File: config.mk
export PLATFORM = sky130hd
export DESIGN_NAME = logic_operand_stage
export DESIGN_NICKNAME = d
export VERILOG_FILES = /design/src/rtl/logic_pkg.sv /design/src/rtl/logic_operand_stage_operand_reg.sv /design/src/rtl/logic_operand_stage.sv
export SDC_FILE = /design/constraint.sdc
export NUM_CORES = 1
export LEC_CHECK = 0
export BUFFER_PORTS_ARGS = -buffer_cell sky130_fd_sc_hd__buf_2
export CORE_MARGIN = 2
export CORE_UTILIZATION = 45
export DETAILED_ROUTE_END_ITERATION = 8
export PLACE_DENSITY_LB_ADDON = 0.3
export SYNTH_ARGS = -nofsm -noshare
export SYNTH_HDL_FRONTEND = slang
export SYNTH_HIERARCHICAL = 1
export SYNTH_SLANG_ARGS = --single-unit
File: constraint.sdc
create_clock -name CLK -period 1.7 [get_ports CLK]
set_clock_uncertainty 0.15 [all_clocks]
set_input_delay 0 -clock CLK [delete_from_list [all_inputs] [get_ports CLK]]
set_output_delay 0 -clock CLK [all_outputs]
set_load 0.03 [all_outputs]
File: src/rtl/logic_pkg.sv
// Shared types and constants for the logic gate datapath.
// Latency: n/a (package only).
// Backpressure: n/a (package only).
//
// Contents: operand-stage occupancy state, default widths and the
// op tag encodings understood by the 2-input gate units.
package logic_pkg;

   localparam int WIDTH_DEF = 8;
   localparam int OPW_DEF   = 2;

   // Encoding doubles as the entry count (0/1/2).
   typedef enum logic [1:0] {
      EMPTY = 2'd0,
      ONE   = 2'd1,
      FULL  = 2'd2
   } state_t;

   localparam logic [1:0] OP_AND = 2'd0;
   localparam logic [1:0] OP_OR  = 2'd1;
   localparam logic [1:0] OP_XOR = 2'd2;
   localparam logic [1:0] OP_NOR = 2'd3;

endpackage

File: src/rtl/logic_operand_stage_operand_reg.sv
// Enable register with synchronous clear, holds one operand pair + tag.
// Latency: 1 cycle from en to q.
// Backpressure: none; q holds whenever en is low.
//
// Ports: clk, clr (sync, active-high, wins over en), en, d[W-1:0], q[W-1:0].
module operand_reg #(
   parameter int W = 18
) (
   input  logic         clk,
   input  logic         clr,
   input  logic         en,
   input  logic [W-1:0] d,
   output logic [W-1:0] q
);

   always_ff @(posedge clk) begin
      if (clr) begin
         q <= '0;
      end else if (en) begin
         q <= d;
      end
   end

endmodule

File: src/rtl/logic_operand_stage.sv
// Two-entry skid buffer presenting registered X/Y/OP to the logic gate units.
// Latency: 1 cycle accept-to-OUT_VALID when empty; 1 pair/cycle streaming.
// Backpressure: IN_READY drops only when both entries are held; it is a
//               pure function of registered state (no OUT_READY path).
//
// Ports: CLK, RST (sync, active-high); IN_VALID/IN_READY/IN_X/IN_Y/IN_OP
// from decode; OUT_VALID/OUT_READY/X/Y/OP to the gate unit.
// Build option LOGIC_OPERAND_STAGE_OCC_EN adds OCC[1:0] (entry count) and
// OVF_ERR (sticky: IN_VALID held 16 consecutive cycles while full).
module logic_operand_stage
   import logic_pkg::*;
#(
   parameter int WIDTH = WIDTH_DEF,
   parameter int OPW   = OPW_DEF
) (
   input  logic             CLK,
   input  logic             RST,
   input  logic             IN_VALID,
   output logic             IN_READY,
   input  logic [WIDTH-1:0] IN_X,
   input  logic [WIDTH-1:0] IN_Y,
   input  logic [OPW-1:0]   IN_OP,
   output logic             OUT_VALID,
   input  logic             OUT_READY,
   output logic [WIDTH-1:0] X,
   output logic [WIDTH-1:0] Y,
   output logic [OPW-1:0]   OP
`ifdef LOGIC_OPERAND_STAGE_OCC_EN
   ,
   output logic [1:0]       OCC,
   output logic             OVF_ERR
`endif
);

   localparam int PW = 2 * WIDTH + OPW;

   state_t        state_q;
   state_t        state_d;
   logic          accept;
   logic          consume;
   logic          head_en;
   logic          skid_en;
   logic [PW-1:0] in_pair;
   logic [PW-1:0] head_d;
   logic [PW-1:0] head_q;
   logic [PW-1:0] skid_q;

   assign IN_READY  = (state_q != FULL) && !RST;
   assign OUT_VALID = (state_q != EMPTY);
   assign accept    = IN_VALID && IN_READY;
   assign consume   = OUT_VALID && OUT_READY;
   assign in_pair   = {IN_X, IN_Y, IN_OP};

   // State register
   always_ff @(posedge CLK) begin
      if (RST) begin
         state_q <= EMPTY;
      end else begin
         state_q <= state_d;
      end
   end

   // Next state and register load enables
   always_comb begin
      state_d = state_q;
      head_en = 1'b0;
      skid_en = 1'b0;
      head_d  = in_pair;
      case (state_q)
         EMPTY: begin
            if (accept) begin
               state_d = ONE;
               head_en = 1'b1;
            end
         end
         ONE: begin
            if (accept && consume) begin
               head_en = 1'b1;           // pass-through, stay ONE
            end else if (accept) begin
               state_d = FULL;
               skid_en = 1'b1;
            end else if (consume) begin
               state_d = EMPTY;          // head keeps its stale contents
            end
         end
         FULL: begin
            // accept cannot happen here: IN_READY is low
            if (consume) begin
               state_d = ONE;
               head_en = 1'b1;
               head_d  = skid_q;
            end
         end
         default: begin
            state_d = EMPTY;
         end
      endcase
   end

   operand_reg #(.W(PW)) u_head (
      .clk (CLK),
      .clr (RST),
      .en  (head_en),
      .d   (head_d),
      .q   (head_q)
   );

   operand_reg #(.W(PW)) u_skid (
      .clk (CLK),
      .clr (RST),
      .en  (skid_en),
      .d   (in_pair),
      .q   (skid_q)
   );

   assign X  = head_q[PW-1 -: WIDTH];
   assign Y  = head_q[OPW +: WIDTH];
   assign OP = head_q[OPW-1:0];

`ifdef LOGIC_OPERAND_STAGE_OCC_EN
   logic [3:0] stall_cnt;

   assign OCC = state_q;

   // Counts consecutive cycles of IN_VALID while full; the 16th sets the flag.
   always_ff @(posedge CLK) begin
      if (RST) begin
         stall_cnt <= '0;
         OVF_ERR   <= 1'b0;
      end else if (IN_VALID && (state_q == FULL)) begin
         if (stall_cnt == 4'd15) begin
            OVF_ERR <= 1'b1;
         end else begin
            stall_cnt <= stall_cnt + 4'd1;
         end
      end else begin
         stall_cnt <= '0;
      end
   end
`endif

endmodule

# Word level (Yosys, flattened, before mapping)
# Cells that the tools add are included.
dict set report word_totals {
  word_cells 32
  mem_bits_ro 0
  ram_bits 0
  output_inout_bits 20
  regBits 38
  latch_bits 0
  n_memories 0
}
dict set report op_classes {
  bitwise_logic 0
  n_shift 0
  reduce_logical 8
  mux 14
  addsub 0
  n_lt_le_gt_ge 0
  div 0
  eq_ne 7
  mul 0
}
# cell count
set op_table {}
lappend op_table {{two-way mux 18 bit} 2}
lappend op_table {{two-way mux 2 bit} 5}
lappend op_table {{inequality test 2 bit (second input constant)} 4}
lappend op_table {{one-hot mux 2 bit (3 select lines)} 1}
lappend op_table {{two-way mux 1 bit} 5}
lappend op_table {{logical AND 1 bit} 4}
lappend op_table {{AND reduction 4 bit} 1}
lappend op_table {{inequality test 3 bit (second input constant)} 1}
lappend op_table {{one-hot mux 1 bit (3 select lines)} 1}
lappend op_table {{equality test 2 x 1 -> 1 bit (second input constant)} 1}
lappend op_table {{equality test 2 bit (second input constant)} 1}
lappend op_table {{logical NOT 2 bit} 1}
lappend op_table {{nonzero test 2 bit} 1}
lappend op_table {{logical NOT 1 bit} 1}

# Depth between registers and ports, before layout
# Gate-level depths: netlist of run 1.
dict set report depth {
  depth_word 6
  mapped_depth 8
  mapped_depth_nobuf 5
}

# Modules after synthesis
# The synthesis of run 1 kept the hierarchy.
# mod seq_area_each_um2 instances cells_per_inst area_per_inst_um2
set modules_own_cells {}
lappend modules_own_cells {operand_reg 360.3 2 58 649.4}
lappend modules_own_cells {logic_operand_stage 40.0 1 39 426.7}

# Least setup slack after synthesis of run 1
# OpenSTA, ideal clock, no wires.
dict set report synth_timing {
  path_kind {register to register}
  startpoint {register state_q[1]}
  endpoint {register u_head.q[10]}
  slack_ns 0.052
  setup_ns 0.117
  path_stages_with_launch 9
  arrival_time_ns 1.381
  t_required_ns 1.433
  period_less_slack_ns 1.648
  cell_sequence {dfxtp_1 and2b_2 nand2_2 buf_6 o31ai_1 buf_6 buf_12 mux2i_1 nor2_1}
}
dict set report synth_between {
  elab_chain_cells 6
  word_cells_on_any_way 15
  cone_classes {eq/ne: 3; mux: 6; reduce/logical: 6}
}
# element line
set synth_rtl {}
lappend synth_rtl {{start: declaration} logic_operand_stage.sv:37} ;# state_t state_q;
lappend synth_rtl {{start signal: assignment} logic_operand_stage.sv:59} ;# state_q <= state_d;
lappend synth_rtl {{inequality test 2 bit} logic_operand_stage.sv:48} ;# assign IN_READY = (state_q != FULL) && !RST;
lappend synth_rtl {{logical AND 1 bit} logic_operand_stage.sv:48}
lappend synth_rtl {{logical AND 1 bit} logic_operand_stage.sv:50} ;# assign accept = IN_VALID && IN_READY;
lappend synth_rtl {{logical AND 1 bit} logic_operand_stage.sv:77} ;# if (accept && consume) begin
lappend synth_rtl {{two-way mux 1 bit} logic_operand_stage.sv:77}
lappend synth_rtl {{one-hot mux 1 bit (3 select lines) (*)} logic_operand_stage.sv:69} ;# case (state_q)
lappend synth_rtl {{named net head_en} logic_operand_stage.sv:41} ;# logic head_en;
lappend synth_rtl {{end signal: assignment} logic_operand_stage_operand_reg.sv:18} ;# q <= '0;
lappend synth_rtl {{end signal: assignment} logic_operand_stage_operand_reg.sv:20} ;# q <= d;
lappend synth_rtl {{end: declaration} logic_operand_stage_operand_reg.sv:13} ;# output logic [W-1:0] q
# The timed path passes the listed nets; every way through them passes the cells marked *.
# A chain may end at the register's enable or synchronous reset.

# Worst setup path in the final report of run 1
dict set report layout_timing {
  startpoint {register state_q[0]}
  endpoint {register u_head.q[4]}
}
# Same word-level chain as after synthesis.

==> results of run 1 <==
[cell usage after synthesis]
cell type	n	area share, %
o31ai_1	1	0.44
a21oi_1	1	0.29
dfxtp_1	38	44
buf_2	2	0.58
nand2b_1	1	0.36
a31oi_1	1	0.36
clkbuf_2	2	0.58
nand2_2	1	0.36
and2b_2	1	0.51
buf_12	2	2.3
nor3_1	1	0.29
mux2i_1	36	21
nor2_1	38	8.3
nand2_1	2	0.44
inv_1	2	0.44
mux2_4	18	16
o211ai_1	1	0.44
nor4_1	1	0.36
buf_6	4	2.6
nor2b_1	2	0.73
[repair_timing]
action,CTS,global route
endpoints found under the hold margin,37,0
buffers inserted,2,0
cloned,1,1
pin swaps,1,0
gates resized for setup,3,4
hold buffers,20,0
endpoints found under the setup margin,12,20
[worst max-delay path by stage]
stage	from	end	slack, ns	cells after the start
detailed placement	state_q[0]$_SDFFE_PP0P_	u_head/q[1]$_SDFFE_PP0P_	-0.05	6
finish	state_q[0]$_SDFFE_PP0P_	u_head/q[4]$_SDFFE_PP0P_	0.01	7
global placement	state_q[0]$_SDFFE_PP0P_	u_head/q[14]$_SDFFE_PP0P_	0.07	6
global route	state_q[0]$_SDFFE_PP0P_	u_head/q[2]$_SDFFE_PP0P_	-0.05	7
CTS	state_q[0]$_SDFFE_PP0P_	u_head/q[4]$_SDFFE_PP0P_	0.01	7
floorplan	state_q[1]$_SDFFE_PP0P_	u_head/q[10]$_SDFFE_PP0P_	0.05	8
[worst register-to-register path, cell delays in order (launching register included)]
cell and delay [ns]:
dfxtp_2 0.34, and2b_2 0.25, nand2_4 0.09, buf_4 0.16, o31ai_4 0.07, buf_6 0.21
mux2i_1 0.24, nor2_1 0.06
[sequential cells by signal, indices dropped and copies added, names as in the netlist]
signal	cells
u_skid/q	18
u_head/q	18
state_q	2
[power breakdown]
| group | internal, mW | switching [mW] | total (mW) |
|---|---|---|---|
| clock | 0.327 | 0.308 | 0.635 |
| combinational | 0.156 | 0.163 | 0.318 |
| sequential | 0.922 | 0.0166 | 0.938 |
[layer usage]
metal / GRT usage, % / vias up / wire length [µm]
li1: - / 661 / -
met1: 19.5 / 632 / 1530
met2: 34.3 / 28 / 2020
met3: 4.43 / 11 / 122
met4: 9.64 / 0 / 112
met5: 0 / - / 0
[final cells by class]
type / count / area, µm² / area share, %
timing repair buffer: 73 / 536 / 22.9
clock buffer: 7 / 86.3 / 3.70
sequential: 38 / 762 / 32.7
clock inverter: 1 / 5.00 / 0.214
tap: 48 / 60.1 / 2.57
multi-input combinational: 105 / 877 / 37.6
inverter: 2 / 7.51 / 0.322
[logic make-up (layout without fill, tap and decap cells)]
family,after synthesis,in the layout,share of synthesized area [%]
buf+inv,12,83,6.53
flops,38,38,44.1
mux,54,54,36.5
simple gates,47,47,11.3
compound gates,4,4,1.52
[stage by stage]
stage / power (mW) / util (%) / cell area, µm² / hold WS, ns
after global placement: 1.22 / 54.0 / 1980 / 0.0926
after floorplan: 1.15 / - / 1730 / -0.0806
final: 1.89 / 63.7 / 2330 / 0.0814
after global routing: 1.96 / 63.7 / 2330 / 0.107
after CTS: 1.89 / 63.3 / 2320 / 0.0756
after detailed placement: 1.23 / 54.0 / 1980 / 0.113
==> results.py, run 1 <==
metrics = {
    "critical_path": {
        "r2r_end": "u_head/q[4]$_SDFFE_PP0P_",
        "reg2reg_depth": 7,
        "crit_chain": "and2b_2, nand2_4, buf_4, o31ai_4, buf_6, mux2i_1, nor2_1",
        "worstPathArrival_ns": 1.70,
        "worstSetupStartpointType": "flop",
        "required_ns": 1.71,
        "worstSetupPathType": "flop to flop",
        "r2r_slack_ns": 0.01,
        "critical_path.n_buffers_inverters": 2,
        "critPathTopFamily": "simple AND/OR/NAND/NOR gates",
        "cp-end-kind": "flop",
        "cpPeakStageDelay_ns": 0.34,
        "critPathMaxFanout": 8,
        "cp_slowest_cell": "dfxtp_2",
        "reg2reg_from": "state_q[0]$_SDFFE_PP0P_",
    },
    "sta": {
        "finalSetupViolCount": 0,
        "fin_ws_ns": 0.0103,
        "relSlewSlack_pct": 74.2,
        "worstMarginPinSlew_ns": 0.386,
        "max_freq_ghz": 0.592,
        "period_needed_ns": 1.69,
        "slew_violations": 0,
        "hold_viol": 0,
        "rsz0062_at_grt": "true",
        "finalCritPeriodShare_pct": 99.4,
        "final.setup.tns_ns": 0,
    },
    "layout": {
        "drive_gt1_share_pct": 36.7,
        "area_growth_pct": 35.2,
        "final_common_cell": "buf_2",
        "stdcell_count": 274,
        "final_nets": 247,
        "final_cell_mix": "41 x buf_2, 38 x nor2_1, 37 x dfxtp_1",
        "diodes": 0,
        "fillCellCount": 289,
    },
    "cts": {
        "path_clk_slew_ns": 0.08,
        "clockBufferDepth": 2,
        "cts_made_buffers": 5,
        "cts_max_level": 2,
        "clock_latency_ns": 0.29,
        "cts_sinks": 38,
        "cts_tree": "done",
        "cts_root_buffer": "clkbuf_8",
    },
    "placed_design": {
        "dp.cells": 242,
        "port_buffers": 41,
        "routabilityCongestion": 0.699,
        "hpwl_um": 2490,
        "dp_slack_ns": -0.0470,
    },
    "yosys": {
        "synth_area_um2": 1730,
        "syn_inst": 155,
        "avgSynthCellArea_um2": 11.1,
        "yosysWarnings": 6,
        "ys_ff_latch": 38,
        "ys_seq_area_share_pct": 44.1,
        "syn-num-nets": 177,
        "ys_types": 20,
    },
    "global_route": {
        "grt_max_degree": 40,
        "grt_util_all_layers_pct": 18.7,
        "antenna_found_initial": 0,
        "grt_pass1_wl_um": 6100,
        "overflow": 0,
        "grt_pass1_vias": 1395,
    },
    "min_path": {
        "holdCritPathClass": "input pin to flop",
        "hp-start": "RST",
        "hold_path_depth": 3,
        "hold_end": "u_head/q[2]$_SDFFE_PP0P_",
    },
    "floorplanning": {
        "io_pins": 42,
        "die_h_um": 65.9,
        "die_w_um": 65.9,
        "die_area_um2": 4350,
        "core-area_um2": 3660,
        "rows": 22,
        "start_util_pct": 47.1,
    },
    "power": {
        "p_per_area_nw_per_um2": 811,
        "vdd_drop_max_v": 0.000579,
        "leakagePower_nw": 1.08,
    },
    "route": {
        "post_drt_via_cell_ratio": 4.86,
        "drt-total-wl_um": 3790,
        "drtAntennaViolNets": 0,
        "drc": 0,
        "vias": 1332,
        "wl_per_cell_um": 13.8,
        "dr.pass1.iters": 4,
        "drt-initial-drc-count": 55,
    },
    "status": {
        "outcome": "complete, no violations",
    },
    "job": {
        "cap_viol_max_count": 0,
    },
}
Note: power is estimated with default switching activity, not from simulation.
==> run 2: changes to the inputs <==
--- a/config.mk
+++ b/config.mk
@@ -5,9 +5,11 @@
 export SDC_FILE = /design/constraint.sdc
 export NUM_CORES = 1
 export LEC_CHECK = 0
+export ABC_AREA = 1
 export BUFFER_PORTS_ARGS = -buffer_cell sky130_fd_sc_hd__buf_2
+export CAP_MARGIN = 0
 export CORE_MARGIN = 2
-export CORE_UTILIZATION = 45
+export CORE_UTILIZATION = 40
 export DETAILED_ROUTE_END_ITERATION = 8
 export PLACE_DENSITY_LB_ADDON = 0.3
 export SYNTH_ARGS = -nofsm -noshare
==> results.py, run 2 <==
metrics = {
    "status": {
        "outcome": "complete, no violations",
    },
    "layout": {
        "diodes": 0,
        "fin_area_um2": 2420,
        "area_growth_pct": 27.5,
        "final_nets": 389,
        "final_common_cell": "nand2_1",
        "final_cell_mix": "130 x nand2_1, 71 x nor2_1, 41 x buf_2",
        "drive_gt1_share_pct": 17.9,
        "largestRegisters": "u_head/q x18, u_skid/q x18, state_q x2",
    },
    "global_route": {
        "grt_max_degree": 37,
        "grt_pass1_wl_um": 6610,
        "antenna_found_initial": 0,
        "grt_pass1_vias": 1552,
        "overflow": 0,
        "grt_util_all_layers_pct": 15.8,
    },
    "cts": {
        "cts_tree": "done",
        "holdBufCountCts": 21,
        "cts_max_level": 2,
        "cts_setup_buffers": 0,
        "cts.repair.resized": 0,
        "path_clk_slew_ns": 0.07,
        "clockBufferDepth": 2,
        "clock_latency_ns": 0.28,
        "cts_made_buffers": 5,
        "cts_root_buffer": "clkbuf_8",
        "cts_sinks": 38,
    },
    "power": {
        "leakagePower_nw": 1.33,
        "vdd_drop_max_v": 0.000330,
        "finalPower_mw": 2.01,
        "p_per_area_nw_per_um2": 833,
    },
    "yosys": {
        "ys_seq_area_share_pct": 40.1,
        "synth_edf_count": 0,
        "synth_area_um2": 1900,
        "yosys.area.top_type": "dfxtp_1",
        "ys_ff_latch": 38,
        "yosysMostFrequentCell": "nand2_1",
        "syn-num-nets": 329,
        "ys_top_cells_by_area": "dfxtp_1 40%, nand2_1 26%, nor2_1 14%",
        "syn_inst": 307,
        "avgSynthCellArea_um2": 6.18,
        "ys_types": 15,
        "async_reset_ff_share_pct": 0,
        "synth_top_area_share_pct": 40.1,
        "synth_ff_type": "dfxtp_1",
        "yosysWarnings": 6,
        "synth_commonest_cells": "130 x nand2_1, 72 x nor2_1, 39 x inv_1",
    },
    "critical_path": {
        "required_ns": 1.78,
        "worstSetupStartpointType": "input pin",
        "worstPathArrival_ns": 1.63,
        "worstSetupPathType": "input pin to flop",
        "r2r_slack_ns": 0.17,
        "critPathMaxFanout": 5,
        "cp-end-kind": "flop",
    },
    "floorplanning": {
        "die_h_um": 72.9,
        "io_pins": 42,
        "rows": 25,
        "die_area_um2": 5310,
        "die_w_um": 72.9,
        "core-area_um2": 4660,
        "start_util_pct": 40.7,
    },
    "placed_design": {
        "routabilityCongestion": 0.818,
        "hpwl_um": 2590,
        "placed_area_um2": 2100,
        "port_buffers": 41,
    },
    "route": {
        "vias": 1751,
        "drt-initial-drc-count": 69,
        "dr.pass1.iters": 4,
        "drc": 0,
        "post_drt_via_cell_ratio": 4.15,
        "drtAntennaViolNets": 0,
        "drt-total-wl_um": 3950,
        "wl_per_cell_um": 9.37,
    },
    "sta": {
        "hold_viol": 0,
        "relSlewSlack_pct": 77.8,
        "worstMarginPinSlew_ns": 0.332,
        "slew_violations": 0,
        "max_freq_ghz": 0.645,
        "final.setup.tns_ns": 0,
        "period_needed_ns": 1.55,
        "finalCritPeriodShare_pct": 91.2,
        "rsz0062_at_grt": "false",
        "finalSetupViolCount": 0,
    },
    "min_path": {
        "holdCritPathClass": "input pin to flop",
    },
    "job": {
        "cap_viol_max_count": 0,
    },
}
## run 2: cell types whose count changed in the layout (fill, tap and decap cells not counted), sizes merged, moves of 8 or more
cell / delta
mux2: -18
nor2: +39
mux2i: -36
inv: +41
buf: -8
nand2: +127
## run 2: stage by stage
stage / hold slack, ns / std cells / util, % / worst slack [ns]
6_report: 0.0293 / 422 / 51.9 / 0.149
5_1_grt: 0.0894 / 422 / 51.9 / 0.0690
4_1_cts: 0.0163 / 422 / 51.9 / 0.170
3_5_place_dp: 0.164 / 393 / 45.0 / 0.252
3_3_place_gp: 0.154 / 393 / 45.0 / 0.306
2_1_floorplan: -0.0382 / 307 / - / 0.263
## run 2: final cells by class
class | count | area (µm²)
inverters | 43 | 164
repair buffers | 66 | 470
well taps | 54 | 67.6
flip-flops and latches | 38 | 761
multi-input cells | 213 | 846
fillers | 513 | 2240
clock buffers | 8 | 110
## run 2: worst paths after layout
kind | start | end | cells past startpoint
worst max-delay path | RST | state_q[1]$_SDFFE_PP0P_ | 6
worst min-delay path | IN_VALID | state_q[0]$_SDFFE_PP0P_ | 5
worst max register to register | state_q[1]$_SDFFE_PP0P_ | state_q[1]$_SDFFE_PP0P_ | 5
worst min register to register | u_head/q[3]$_SDFFE_PP0P_ | u_head/q[3]$_SDFFE_PP0P_ | 2
## run 2: logic make-up after synthesis
family	synth area share (%)
AOI/OAI and AO/OA	0.660
DFF	40.1
buffers and inverters	15.6
and+or+nand+nor	43.6
## run 2: critical path, cell delays in order
cell and delay [ns]:
dlygate4sd3_1 0.53, buf_2 0.16, nor2_1 0.08, nand2_1 0.14, o21ai_0 0.17, dlygate4sd3_1 0.55
## run 2: power breakdown
group	internal, mW	leakage [nW]	switching, mW	total, mW
sequential	0.931	0.310	0.0200	0.951
clock	0.409	0.0575	0.301	0.711
combinational	0.140	0.966	0.213	0.353
total	1.48	1.33	0.534	2.01
## run 2: metal layers
layer / GRT usage, % / up-vias / part of all wire, %
met5: 0 / - / 0
met2: 25.2 / 30 / 45
met4: 6.17 / 0 / 1.4
met3: 2.90 / 4 / 2.9
met1: 21.1 / 723 / 51
li1: - / 994 / -
